**src/rtl/base_gfx_pkg.sv**
```systemverilog
// Shared types for the background graphics path: palette index, screen
// coordinate and the per-pixel sideband bundle carried alongside image data.
package base_gfx_pkg;

    typedef logic [7:0] index_t;
    typedef logic [9:0] coord_t;

    typedef struct packed {
        logic blank;
        logic hs;
        logic vs;
        logic in_region;
    } sideband_t;

    localparam int SCREEN_W = 640;
    localparam int SCREEN_H = 480;

    // Idle sideband: blanked, syncs deasserted (high), outside the image.
    localparam sideband_t SB_IDLE = '{blank: 1'b0, hs: 1'b1, vs: 1'b1, in_region: 1'b0};

endpackage

```
**src/rtl/base_pixel_fetch_if.sv**
```systemverilog
// Video-timing, scroll-write, image-memory and palette-side signals of the
// background pixel fetch, bundled with producer (master) / fetch (slave) views.
interface base_pixel_fetch_if #(
    parameter int ADDR_W = 17
);
    import base_gfx_pkg::*;

    logic              pix_en;
    coord_t            DrawX;
    coord_t            DrawY;
    logic              blank_in;
    logic              hs_in;
    logic              vs_in;
    logic [1:0]        scroll_wr;
    logic [8:0]        scroll_wdata;
    logic [ADDR_W-1:0] rom_addr;
    index_t            rom_rddata;
    index_t            index;
    logic              blank_out;
    logic              hs_out;
    logic              vs_out;
    logic              scroll_pending;

    modport slave (
        input  pix_en, DrawX, DrawY, blank_in, hs_in, vs_in,
        input  scroll_wr, scroll_wdata, rom_rddata,
        output rom_addr, index, blank_out, hs_out, vs_out, scroll_pending
    );

    modport master (
        output pix_en, DrawX, DrawY, blank_in, hs_in, vs_in,
        output scroll_wr, scroll_wdata, rom_rddata,
        input  rom_addr, index, blank_out, hs_out, vs_out, scroll_pending
    );

endinterface

```
**src/rtl/base_sideband_delay.sv**
```systemverilog
// pix_en-gated shift register for sideband_t; every stage resets to idle so
// outputs stay blanked until fresh pixels have walked the full depth.
module base_sideband_delay
    import base_gfx_pkg::*;
#(
    parameter int DEPTH = 3
) (
    input  logic      clk,
    input  logic      rst_n,
    input  logic      i_en,
    input  sideband_t i_d,
    output sideband_t o_q
);

    sideband_t r_stage [DEPTH];

    // NOTE: non-blocking assignments let every stage sample the previous
    // stage's old value on the same edge, which is what makes this a shift.
    always_ff @(posedge clk or negedge rst_n) begin
        if (!rst_n) begin
            // NOTE: this array is a handful of flops, not a RAM, so resetting
            // every entry is cheap and guarantees clean sync after reset.
            for (int i = 0; i < DEPTH; i++) r_stage[i] <= SB_IDLE;
        end else if (i_en) begin
            r_stage[0] <= i_d;
            for (int i = 1; i < DEPTH; i++) r_stage[i] <= r_stage[i-1];
        end
    end

    assign o_q = r_stage[DEPTH-1];

endmodule

```
**src/rtl/base_pixel_fetch.sv**
```systemverilog
// Background pixel fetch: scrolled image address generation, frame-synchronous
// scroll commit, and sideband alignment across the image-memory read latency.
module base_pixel_fetch
    import base_gfx_pkg::*;
#(
    parameter int     IMG_W       = 320,
    parameter int     IMG_H       = 240,
    parameter int     SCALE_SHIFT = 1,
    parameter int     ROM_LAT     = 2,
    parameter index_t BG_INDEX    = 8'h00,
    parameter int     ADDR_W      = 17
) (
    input  logic                Clk,
    input  logic                Reset_n,
    base_pixel_fetch_if.slave   bus
);

    localparam int LAT = 1 + ROM_LAT;

    logic [10:0]       w_src_x, w_src_y;
    logic [10:0]       w_sum_x, w_sum_y;
    logic [10:0]       w_sx, w_sy;
    logic              w_in_region;
    logic [ADDR_W-1:0] w_addr;
    logic              w_wr_x, w_wr_y, w_commit;
    sideband_t         w_sb_in, w_sb_out;

    logic [8:0]        r_scroll_x_pend, r_scroll_y_pend;
    logic [8:0]        r_scroll_x_act, r_scroll_y_act;
    logic              r_scroll_pending;
    logic              r_vs_prev;
    logic [ADDR_W-1:0] r_rom_addr;

    // Constant-coefficient multiply by IMG_W, unrolled into shifted adds.
    function automatic logic [ADDR_W-1:0] mul_img_w(input logic [10:0] y);
        logic [ADDR_W-1:0] acc;
        acc = '0;
        for (int i = 0; i < 32; i++) begin
            if (IMG_W[i]) acc = acc + (ADDR_W'(y) << i);
        end
        return acc;
    endfunction

    assign w_src_x = 11'(bus.DrawX) >> SCALE_SHIFT;
    assign w_src_y = 11'(bus.DrawY) >> SCALE_SHIFT;
    assign w_sum_x = w_src_x + 11'(r_scroll_x_act);
    assign w_sum_y = w_src_y + 11'(r_scroll_y_act);
    assign w_sx    = (w_sum_x >= 11'(IMG_W)) ? w_sum_x - 11'(IMG_W) : w_sum_x;
    assign w_sy    = (w_sum_y >= 11'(IMG_H)) ? w_sum_y - 11'(IMG_H) : w_sum_y;
    assign w_addr  = mul_img_w(w_sy) + ADDR_W'(w_sx);

    // Region test deliberately ignores scroll: it bounds the image on screen.
    assign w_in_region = (w_src_x < 11'(IMG_W)) && (w_src_y < 11'(IMG_H));

    assign w_wr_x   = bus.scroll_wr[0] && (bus.scroll_wdata < 9'(IMG_W));
    assign w_wr_y   = bus.scroll_wr[1] && (bus.scroll_wdata < 9'(IMG_H));
    assign w_commit = bus.pix_en && r_vs_prev && !bus.vs_in;

    // Commit copies the pre-write pending value; a coincident write stays pending.
    always_ff @(posedge Clk or negedge Reset_n) begin
        if (!Reset_n) begin
            r_scroll_x_pend  <= '0;
            r_scroll_y_pend  <= '0;
            r_scroll_x_act   <= '0;
            r_scroll_y_act   <= '0;
            r_scroll_pending <= 1'b0;
            r_vs_prev        <= 1'b1;
        end else begin
            if (bus.pix_en) r_vs_prev <= bus.vs_in;
            if (w_commit) begin
                r_scroll_x_act <= r_scroll_x_pend;
                r_scroll_y_act <= r_scroll_y_pend;
            end
            if (w_wr_x) r_scroll_x_pend <= bus.scroll_wdata;
            if (w_wr_y) r_scroll_y_pend <= bus.scroll_wdata;
            if (w_wr_x || w_wr_y) r_scroll_pending <= 1'b1;
            else if (w_commit)    r_scroll_pending <= 1'b0;
        end
    end

    always_ff @(posedge Clk or negedge Reset_n) begin
        if (!Reset_n)        r_rom_addr <= '0;
        else if (bus.pix_en) r_rom_addr <= w_addr;
    end

    assign w_sb_in = '{blank: bus.blank_in, hs: bus.hs_in, vs: bus.vs_in, in_region: w_in_region};

    base_sideband_delay #(
        .DEPTH (LAT)
    ) u_sideband_delay (
        .clk   (Clk),
        .rst_n (Reset_n),
        .i_en  (bus.pix_en),
        .i_d   (w_sb_in),
        .o_q   (w_sb_out)
    );

    assign bus.rom_addr       = r_rom_addr;
    assign bus.index          = (w_sb_out.in_region && w_sb_out.blank) ? bus.rom_rddata : BG_INDEX;
    assign bus.blank_out      = w_sb_out.blank;
    assign bus.hs_out         = w_sb_out.hs;
    assign bus.vs_out         = w_sb_out.vs;
    assign bus.scroll_pending = r_scroll_pending;

endmodule
```
**src/flat_wrapper.sv**
```systemverilog
// flat-port wrapper written by rule: the top's interface ports become plain ports
module base_pixel_fetch_flat import base_gfx_pkg::*;
#(
    parameter int     IMG_W       = 320,
    parameter int     IMG_H       = 240,
    parameter int     SCALE_SHIFT = 1,
    parameter int     ROM_LAT     = 2,
    parameter index_t BG_INDEX    = 8'h00,
    parameter int     ADDR_W      = 17
)
  (Clk, Reset_n, bus_pix_en, bus_DrawX, bus_DrawY, bus_blank_in, bus_hs_in, bus_vs_in, bus_scroll_wr, bus_scroll_wdata, bus_rom_rddata, bus_rom_addr, bus_index, bus_blank_out, bus_hs_out, bus_vs_out, bus_scroll_pending);
  base_pixel_fetch_if #(.ADDR_W(ADDR_W)) bus_i ();
  input  logic Clk;
  input  logic Reset_n;
  input wire logic [$bits(bus_i.pix_en)-1:0] bus_pix_en;
  input wire logic [$bits(bus_i.DrawX)-1:0] bus_DrawX;
  input wire logic [$bits(bus_i.DrawY)-1:0] bus_DrawY;
  input wire logic [$bits(bus_i.blank_in)-1:0] bus_blank_in;
  input wire logic [$bits(bus_i.hs_in)-1:0] bus_hs_in;
  input wire logic [$bits(bus_i.vs_in)-1:0] bus_vs_in;
  input wire logic [$bits(bus_i.scroll_wr)-1:0] bus_scroll_wr;
  input wire logic [$bits(bus_i.scroll_wdata)-1:0] bus_scroll_wdata;
  input wire logic [$bits(bus_i.rom_rddata)-1:0] bus_rom_rddata;
  output wire logic [$bits(bus_i.rom_addr)-1:0] bus_rom_addr;
  output wire logic [$bits(bus_i.index)-1:0] bus_index;
  output wire logic [$bits(bus_i.blank_out)-1:0] bus_blank_out;
  output wire logic [$bits(bus_i.hs_out)-1:0] bus_hs_out;
  output wire logic [$bits(bus_i.vs_out)-1:0] bus_vs_out;
  output wire logic [$bits(bus_i.scroll_pending)-1:0] bus_scroll_pending;
  assign bus_i.pix_en = bus_pix_en;
  assign bus_i.DrawX = bus_DrawX;
  assign bus_i.DrawY = bus_DrawY;
  assign bus_i.blank_in = bus_blank_in;
  assign bus_i.hs_in = bus_hs_in;
  assign bus_i.vs_in = bus_vs_in;
  assign bus_i.scroll_wr = bus_scroll_wr;
  assign bus_i.scroll_wdata = bus_scroll_wdata;
  assign bus_i.rom_rddata = bus_rom_rddata;
  assign bus_rom_addr = bus_i.rom_addr;
  assign bus_index = bus_i.index;
  assign bus_blank_out = bus_i.blank_out;
  assign bus_hs_out = bus_i.hs_out;
  assign bus_vs_out = bus_i.vs_out;
  assign bus_scroll_pending = bus_i.scroll_pending;
  base_pixel_fetch #(.IMG_W(IMG_W), .IMG_H(IMG_H), .SCALE_SHIFT(SCALE_SHIFT), .ROM_LAT(ROM_LAT), .BG_INDEX(BG_INDEX), .ADDR_W(ADDR_W)) u_core (.Clk(Clk), .Reset_n(Reset_n), .bus(bus_i));
endmodule
```
**config.mk**
```make
export PLATFORM = sky130hd
export DESIGN_NAME = base_pixel_fetch_flat
export DESIGN_NICKNAME = d
export VERILOG_FILES = /design/src/rtl/base_gfx_pkg.sv /design/src/rtl/base_pixel_fetch_if.sv /design/src/rtl/base_sideband_delay.sv /design/src/rtl/base_pixel_fetch.sv /design/src/flat_wrapper.sv
export SDC_FILE = /design/constraint.sdc
export NUM_CORES = 1
export LEC_CHECK = 0
export CORE_ASPECT_RATIO = 1.4
export CORE_MARGIN = 4
export CORE_UTILIZATION = 53
export CTS_CLUSTER_DIAMETER = 30
export DETAILED_ROUTE_END_ITERATION = 8
export GPL_TIMING_DRIVEN = 0
export PLACE_DENSITY_LB_ADDON = 0.25
export SKIP_CTS_REPAIR_TIMING = 1
export SLEW_MARGIN = 20
export SYNTH_ARGS = -nofsm -noshare
export SYNTH_HDL_FRONTEND = slang
export SYNTH_SLANG_ARGS = --single-unit
```
**constraint.sdc**
```tcl
create_clock -name Clk -period 6.7 [get_ports Clk]
set_input_delay 1.675 -clock Clk [delete_from_list [all_inputs] [get_ports Clk]]
set_output_delay 1.675 -clock Clk [all_outputs]
set_load 0.1 [all_outputs]
```
* After elaboration in Yosys (flattened, before gate mapping)
Index checks and enable logic that the tools add are counted.
** Storage, ports and cells
- Flip-flop bits (word level) :: 66
- Input port bits :: 45
- Output and inout port bits :: 29
- Logic and storage cells :: 44
** Cells by class
- $add $sub $neg :: 6
- Multiplexer cells :: 5
- $lt $le $gt $ge :: 6
- Reduce and logical (&&, ||, !) cells :: 9
** Operator list (number)
- $mux 11 :: 2
- $add 9x9->10 :: 2
- $lt 9x8->1 const B :: 2
- $lt 9x9->1 const B :: 2
- $add 17x11->17 :: 1
- $add 17x17->17 :: 1
- $ge 11x8->1 const B :: 1
- $ge 11x9->1 const B :: 1
- $sub 11x8->11 const B :: 1
- $sub 11x9->11 const B :: 1
- $mux 8 :: 1
- $logic_and 1x1->1 :: 6
- $mux 1 :: 2
- $reduce_bool 2->1 :: 1
- $logic_not 1->1 :: 1
- $logic_or 1x1->1 :: 1

* Logic depth before layout (Yosys ltp)
Gate-level depths: netlist of the first run.
- Depth in word-level cells :: 5
- Mapped depth :: 23
- Depth with buffers taken out :: 23

* Cells and area by module
From an unflattened synthesis of the first run, not the netlist that was laid out.
** Unflattened totals
- Cell total of the unflattened synthesis :: 380
- Area total of the unflattened synthesis :: 4301.6 µm²
** By module, submodules not included
- base_pixel_fetch :: seq. area each 1377.6 µm², area each 3779.9 µm², cells an instance 351, times used 1
- base_sideband_delay :: seq. area each 307.8 µm², area each 521.8 µm², cells an instance 29, times used 1

* Worst setup path before layout of the first run
Ideal clock, no wire load.
- Path type :: input to register
- Start :: input port bus_DrawY[1]
- End :: register u_core.r_rom_addr[16] (netlist: u_core.bus.rom_addr[16])
- Path slack :: 702 ps
- Arrival time :: 5894 ps
- Data required time :: 6596 ps
- Stages on the path :: 21
- Setup time :: 104 ps
- Path buffers :: 0
- Cells stage by stage :: ha_1 -> inv_1 -> fa_1 -> nor2b_4 -> o21ai_0 -> a21oi_1 -> ha_1 -> nand2_1 -> nor4_1 -> a21o_1 -> a21o_2 -> mux2_1 -> ha_1 -> ha_1 -> a21oi_1 -> o211ai_2 -> nor3_1 -> o31ai_1 -> xnor2_1 -> or2_2 -> o311ai_1
** On the way
- Cells in the longest elaborated chain, start to end :: 5
- Elaborated cells on any way between the ends :: 6
- Classes of those cells :: 4 x add/sub; 1 x order compare; 1 x mux
** Ends and longest elaborated chain
- start: declaration :: line flat_wrapper.sv:17 : input wire logic [$bits(bus_i.DrawY)-1:0] bus_DrawY;
- $add 9x9->10 (*) :: line base_pixel_fetch.sv:47 : assign w_sum_y = w_src_y + 11'(r_scroll_y_act);
- $sub 11x8->11 / $ge 11x8->1 (equally long branches) :: line base_pixel_fetch.sv:49 : assign w_sy = (w_sum_y >= 11'(IMG_H)) ? w_sum_y - 11'(IMG_H) : w_sum_y;
- $mux 11 (*) :: line base_pixel_fetch.sv:49
- $add 17x17->17 (*) :: line base_pixel_fetch.sv:39 : if (IMG_W[i]) acc = acc + (ADDR_W'(y) << i);
- $add 17x11->17 (*) :: line base_pixel_fetch.sv:50 : assign w_addr = mul_img_w(w_sy) + ADDR_W'(w_sx);
- end signal: assignment :: line base_pixel_fetch.sv:83 : else if (bus.pix_en) r_rom_addr <= w_addr;
- end: declaration :: line base_pixel_fetch.sv:32 : logic [ADDR_W-1:0] r_rom_addr;
Every way passes the cells marked *; elsewhere a longest branch is shown, timed or not.
A chain may end at the register's enable or synchronous reset.

* Final worst setup path of the first run
- Start :: input port bus_DrawX[2]
- End :: register u_core.r_rom_addr[15] (netlist: u_core.bus.rom_addr[15])
** On the way
- Cells in the longest elaborated chain, start to end :: 4
- Elaborated cells on any way between the ends :: 5
- Classes of those cells :: 3 x add/sub; 1 x order compare; 1 x mux
** Ends and longest elaborated chain
- start: declaration :: line flat_wrapper.sv:16 : input wire logic [$bits(bus_i.DrawX)-1:0] bus_DrawX;
- $add 9x9->10 (*) :: line base_pixel_fetch.sv:46 : assign w_sum_x = w_src_x + 11'(r_scroll_x_act);
- $sub 11x9->11 / $ge 11x9->1 (equally long branches) :: line base_pixel_fetch.sv:48 : assign w_sx = (w_sum_x >= 11'(IMG_W)) ? w_sum_x - 11'(IMG_W) : w_sum_x;
- $mux 11 (*) :: line base_pixel_fetch.sv:48
- $add 17x11->17 (*) :: line base_pixel_fetch.sv:50
Marks and branches as above.

==> results.md, run 1 <==
- Remaining DRCs: 0
- Antenna cells: 0
- Placed Area: 0.00504 mm2
- Initial drt markers: 130
- Htree depth: 3
- Sequential fraction of the synthesis area: 39.5%
- Die Ht: 113 um
- EDFF count, synth: 0
- Post-route minimum period: 6.49 ns
- Critical path arrival: 6.76 ns
- Placer Congestion: 0.774
- Post-DP HPWL: 7130 um
- Top_reg_cell synth: dfrtp_1
- Simple-gate area share of the yosys netlist: 10.3%
- Adder-cell share of the synthesized area: 13.9%
- CP Max Fanout: 7
- Crit. End Element: flop
- Starting Density: 54.2%
- Drt wl/cell: 15.8 um
- Port Buffers: 70
- Clk_skew: 0.0127 ns
- Setup violators final: 0
- Share of Yosys cell area claimed by the top area cell type: 35.8%
- Async SR Flop Fraction: 100%
- Vias in the first global route: 3212
- Syn nets: 460
- Complex-gate fraction of the synthesized area: 14.3%
- Synth Area in XOR/XNOR: 3.96%
- Total GRT Usage: 19.4%
- Total CTS buffers: 9
- Clk root buf: clkbuf_8
- Synth area leaders: dfrtp_1 (36%), mux2_2 (15%), ha_1 (11%)
- Via Count: 3139
- Final WL: 8860 um
- Clock sinks: 66
- Mux contribution to synthesized area: 15.5%
- Startpoint types: input pin
- CTS max path bufs: 2
- Die Wd: 83.2 um
- Fill cells: 583
- Slew @ Worst Pin: 0.986 ns
- Number of antenna violations at the first check in global routing: 0
- Global route overflow: 0
- Multi-input gate area: 0.00253 mm2
- Syn Inst Count: 372
- MaxCap Viol Count: 0
- Fmax: 154 MHz
- Seq cells post-synth: 66
- Cell area after synthesis: 0.00420 mm2
- Main combinational cell family by area after synthesis: multiplexers
- Syn_area_per_cell: 11.3 um2
- Num rows: 38
- First-pass DRT Iterations: 4
- CTS tree: done
- Final Cycle Share: 96.8%
- Area growth syn-to-layout: 27.9%
- WS Path Type: input pin to flop
- Layout cells sized above 1: 23.8%
- Crit path required time: 6.97 ns
- Fin. max-slew vios: 0
- Syn. warnings: 0
- # IOs: 74
- Post-synth cell types: 62
- Outcome: complete, no violations
- First-pass GRT wire length: 14700 um
- Min-delay worst type: flop to flop
- Largest net degree at the start of global routing: 46
- Reg clk slew, reported paths: 0.06 ns
- Final Cell Area: 0.00537 mm2
- Clk_lat worst skew: 0.35 ns
- Slew Limit Headroom: 34.1%
- ANT nets after route: 0
- Register Area: 0.00166 mm2
- Top cell type by total area after synthesis: dfrtp_1
- Die ar.: 0.00943 mm2
- Via/cell ratio: 5.59
- Count of final hold-check violations: 0
- Core area: 0.00775 mm2
- Final #Nets: 545
cell type report:
class / instances / area share (%)
multi-input cells: 277 / 47.1
flip-flops and latches: 66 / 30.9
repair buffers: 74 / 13.8
clock buffers: 12 / 2.89
well taps: 100 / 2.33
inverters: 22 / 1.54
clock inverters: 4 / 0.932
plain buffers: 7 / 0.490
synthesized netlist by cell type, types with 2 or more instances:
master	n
nor2_1	11
dfstp_2	6
nand3b_1	2
a31oi_1	3
o21ai_1	3
nand4_1	3
ha_1	37
nor4_1	3
o21a_1	5
a32oi_1	2
nand2b_1	3
mux2i_1	2
clkbuf_1	7
and2_1	4
o31a_1	2
xnor2_1	10
and3_1	11
nor2b_1	3
mux2_2	55
inv_1	22
nand4b_1	4
nand2_1	17
o2111ai_1	2
o21ai_0	12
xor2_1	9
a21o_1	8
o211ai_1	6
dfrtp_1	60
nand3_1	4
a21oi_1	13
a21oi_2	2
nor3_1	4
fa_1	6
a211oi_1	3
cells by family after synthesis:
kind of cell,Yosys count
flops,66
fa+ha+maj,43
simple gates,76
compound gates,81
buf+inv,29
mux,58
xor+xnor,19
state kept, by name, summed over array words and instances, names as in the netlist:
register / flops
u_core.bus.rom_addr: 17
u_core.r_scroll_x_act: 9
u_core.r_scroll_x_pend: 9
u_core.r_scroll_y_act: 9
u_core.r_scroll_y_pend: 9
u_core.u_sideband_delay.r_stage: 7
u_core.u_sideband_delay.o_q: 4
u_core.bus.scroll_pending: 1
u_core.r_vs_prev: 1
worst paths after layout:
path	start	cells past startpoint	slack, ns	endpoint
max in group asynchronous	Reset_n	2	4.90	u_core.u_sideband_delay.r_stage[10]
worst min-delay path	u_core.r_scroll_y_pend[8]	1	0.49	u_core.r_scroll_y_pend[8]
worst min register to register	u_core.r_scroll_y_pend[8]	1	0.49	u_core.r_scroll_y_pend[8]
worst max-delay path	bus_DrawX[2]	22	0.21	u_core.bus.rom_addr[15]
min in group asynchronous	Reset_n	1	1.20	u_core.bus.rom_addr[1]
worst max register to register	u_core.r_scroll_x_act[1]	21	1.64	u_core.bus.rom_addr[15]
metal layers:
layer	vias to the layer above	track usage, %	part of all wire (%)
met1	1513	21.5	39
met4	0	7.31	2.0
met3	14	4.08	4.2
met5	-	0	0
met2	73	36.3	55
li1	1539	-	-
through the flow:
step / util, % / hold WS [ns] / setup WS (ns) / setup TNS [ns] / cells
global placement: 64.8 / 0.467 / -0.296 / -0.819 / 542
CTS: 67.7 / 0.492 / -0.116 / -0.217 / 559
finish: 69.3 / 0.489 / 0.214 / 0 / 562
global route: 69.3 / 0.512 / -0.0117 / -0.0145 / 562
detailed placement: 65.0 / 0.474 / -0.463 / -1.27 / 543
floorplan: - / 0.449 / 0.702 / 0 / 372
cells in the final DEF, fill, tap and decap left out, types with 4 or more instances in the layout:
cell             count
clkdlybuf4s50_1     69
dfrtp_1             60
mux2_2              55
ha_1                33
inv_1               22
nand2_1             17
o21ai_0             12
nor2_1              11
and3_1              11
clkbuf_8            11
a21oi_1             10
xnor2_1              9
a21o_1               8
xor2_1               8
clkbuf_1             8
o211ai_1             6
dfstp_2              6
a21oi_2              5
o21a_1               5
nand3_1              4
nand4b_1             4
and2_1               4
fa_1                 4
buf_4                4
critical path, stage by stage:
cell	delay [ns]
clkdlybuf4s50_1	0.46
ha_1	0.31
a21o_1	0.19
a21oi_2	0.22
o21ai_1	0.11
and2_1	0.18
xor2_1	0.17
inv_1	0.18
ha_2	0.20
nand4b_1	0.16
nor4_4	0.42
and4_1	0.24
o21a_1	0.13
fa_1	0.46
ha_4	0.31
a21o_1	0.11
a21o_1	0.15
a21o_1	0.12
a21o_1	0.15
a21oi_2	0.08
or4b_2	0.63
nand4_1	0.10
Power of run 1 is not shown: default switching activity piles up to over one toggle a cycle in this logic, so the estimate is an artifact.
==> run 2: changes to the inputs <==
--- a/config.mk
+++ b/config.mk
@@ -9,10 +9,13 @@
 export CORE_MARGIN = 4
 export CORE_UTILIZATION = 53
 export CTS_CLUSTER_DIAMETER = 30
+export CTS_CLUSTER_SIZE = 12
 export DETAILED_ROUTE_END_ITERATION = 8
 export GPL_TIMING_DRIVEN = 0
+export HOLD_SLACK_MARGIN = 0.06
 export PLACE_DENSITY_LB_ADDON = 0.25
 export SKIP_CTS_REPAIR_TIMING = 1
+export SKIP_LAST_GASP = 1
 export SLEW_MARGIN = 20
 export SYNTH_ARGS = -nofsm -noshare
 export SYNTH_HDL_FRONTEND = slang
==> run 2 against run 1 <==
Net effect: utilization down 0.097 points; via count up 0.32%; final cell count unchanged; first-iteration DRC count down 10%; die area unchanged; count of clock-buffer cells in the layout unchanged; largest cell class unchanged.
==> results.md, run 2 (synthesized netlist as in run 1, its figures left out) <==
- Outcome: complete, no violations (unchanged)
- Crit. End Element: flop (unchanged)
- Hold Crit Depth: 1 (unchanged)
- Total CTS buffers: 9 (unchanged)
- Critical path arrival: 6.77 ns (was 6.76 ns)
- Number of antenna violations at the first check in global routing: 0 (unchanged)
- Die ar.: 0.00943 mm2 (unchanged)
- Post-DP HPWL: 7130 um (unchanged)
- Final #Nets: 545 (unchanged)
- Hold path start: u_core.r_scroll_y_pend[8] (unchanged)
- RSZ-0062 raised after global routing: yes
- # IOs: 74 (unchanged)
- Crit path required time: 6.98 ns (was 6.97 ns)
- Initial drt markers: 117 (was 130)
- Slew @ Worst Pin: 0.986 ns (about the same)
- First-pass DRT Iterations: 4 (unchanged)
- Antenna cells: 0 (unchanged)
- Clk root buf: clkbuf_8 (unchanged)
- Count of final hold-check violations: 0 (unchanged)
- Num rows: 38 (unchanged)
- Fmax: 154 MHz (about the same)
- Worst Hold Path EP: u_core.r_scroll_y_pend[8] (unchanged)
- Port Buffers: 70 (unchanged)
- Fin. max-slew vios: 0 (unchanged)
- Post-place setup slack: -0.463 ns (unchanged)
- Clk_skew: 0.0128 ns (was 0.0127 ns)
- Max reg flops: 17 (unchanged)
- Via Count: 3149 (was 3139)
- Min-delay worst type: flop to flop (unchanged)
- Via/cell ratio: 5.60 (was 5.59)
- Non-Filler Instances: 562 (unchanged)
- Final WL: 8870 um (was 8860 um)
- Htree depth: 3 (unchanged)
- Startpoint types: input pin (unchanged)
- WS Path Type: input pin to flop (unchanged)
- Area growth syn-to-layout: 27.7% (was 27.9%)
- Die Ht: 113 um (unchanged)
- Remaining DRCs: 0 (unchanged)
- Die Wd: 83.2 um (unchanged)
- CTS max path bufs: 2 (unchanged)
- Most common cell after layout, fill and taps aside: clkdlybuf4s50_1 (unchanged)
- Core area: 0.00775 mm2 (unchanged)
- Highest-count cells in the layout ignoring fill and taps: clkdlybuf4s50_1 (69), dfrtp_1 (60), mux2_2 (55) (unchanged)
- Drt wl/cell: 15.8 um (about the same)
- Final setup margin: 0.208 ns (was 0.214 ns)
- CTS tree: done (unchanged)
- Dpl cells: 543 (unchanged)
- Worst-case reg-to-reg path depth: 21 (unchanged)
- R2R Path Start: u_core.r_scroll_x_act[1] (unchanged)
- MaxCap Viol Count: 0 (unchanged)
- Placer Congestion: 0.774 (unchanged)
- Total GRT Usage: 19.4% (unchanged)
- Reg clk slew, reported paths: 0.07 ns (was 0.06 ns)
- Post-route minimum period: 6.49 ns (about the same)
- Clock sinks: 66 (unchanged)
- Setup violators final: 0 (unchanged)
- ANT nets after route: 0 (unchanged)
- First-pass GRT wire length: 14700 um (unchanged)
- Flop-to-flop setup slack: 1.63 ns (was 1.64 ns)
- Global route overflow: 0 (unchanged)
- Worst R2R End: u_core.bus.rom_addr[15] (unchanged)
- Slew Limit Headroom: 34.1% (about the same)
- CP Max Fanout: 7 (unchanged)
- Starting Density: 54.2% (unchanged)
- Clk_lat worst skew: 0.35 ns (about the same)
- Final Cycle Share: 96.9% (was 96.8%)
- Largest net degree at the start of global routing: 46 (unchanged)
- Vias in the first global route: 3212 (unchanged)
- Layout cells sized above 1: 23.6% (was 23.8%)
-- run 2: worst max-delay path by stage --
stage,startpoint,endpoint,cells past startpoint,slack [ns]
floorplan,bus_DrawY[1],u_core.bus.rom_addr[16],21,0.70
global placement,bus_DrawY[1],u_core.bus.rom_addr[16],22,-0.30
detailed placement,bus_DrawY[1],u_core.bus.rom_addr[16],22,-0.46
CTS,bus_DrawY[1],u_core.bus.rom_addr[16],22,-0.12
global route,bus_DrawY[5],u_core.bus.rom_addr[16],20,-0.03
finish,bus_DrawX[2],u_core.bus.rom_addr[15],22,0.21
-- run 2: cell type report --
type / instances / area (um2)
flip-flops and latches: 66 / 1660
clock buffers: 12 / 155
repair buffers: 74 / 741
inverters: 22 / 82.6
fillers: 583 / 2390
well taps: 100 / 125
multi-input cells: 277 / 2520
plain buffers: 7 / 26.3
clock inverters: 4 / 50.0
-- run 2: stage by stage --
step	hold WS [ns]	area, um2	util (%)	setup TNS [ns]
finish	0.490	5360	69.2	0
global route	0.512	5360	69.2	-0.0400
CTS	0.492	5250	67.7	-0.217
detailed placement	0.474	5040	65.0	-1.27
global placement	0.467	5020	64.8	-0.819
floorplan	0.449	4200	-	0
-- run 2: critical path: stages --
cell and delay [ns]:
clkdlybuf4s50_1 0.46, ha_1 0.31, a21o_1 0.19, a21oi_2 0.22, o21ai_1 0.11, and2_1 0.18
xor2_1 0.16, inv_1 0.18, ha_2 0.20, nand4b_1 0.16, nor4_4 0.42, and4_1 0.24
o21a_1 0.13, fa_1 0.47, ha_4 0.32, a21o_1 0.12, a21o_1 0.16, a21o_1 0.12
a21o_1 0.15, a21oi_2 0.08, or4b_2 0.63, nand4_1 0.10
-- run 2: layer usage --
metal  track usage [%]  wire length [um]  vias up
met5                 0                 0        -
met4              7.31               158        0
met3              4.08               360       13
met2              36.3              4850       72
met1              21.5              3500     1523
li1                  -                 -     1541
Power of run 2 is left out for the same reason.
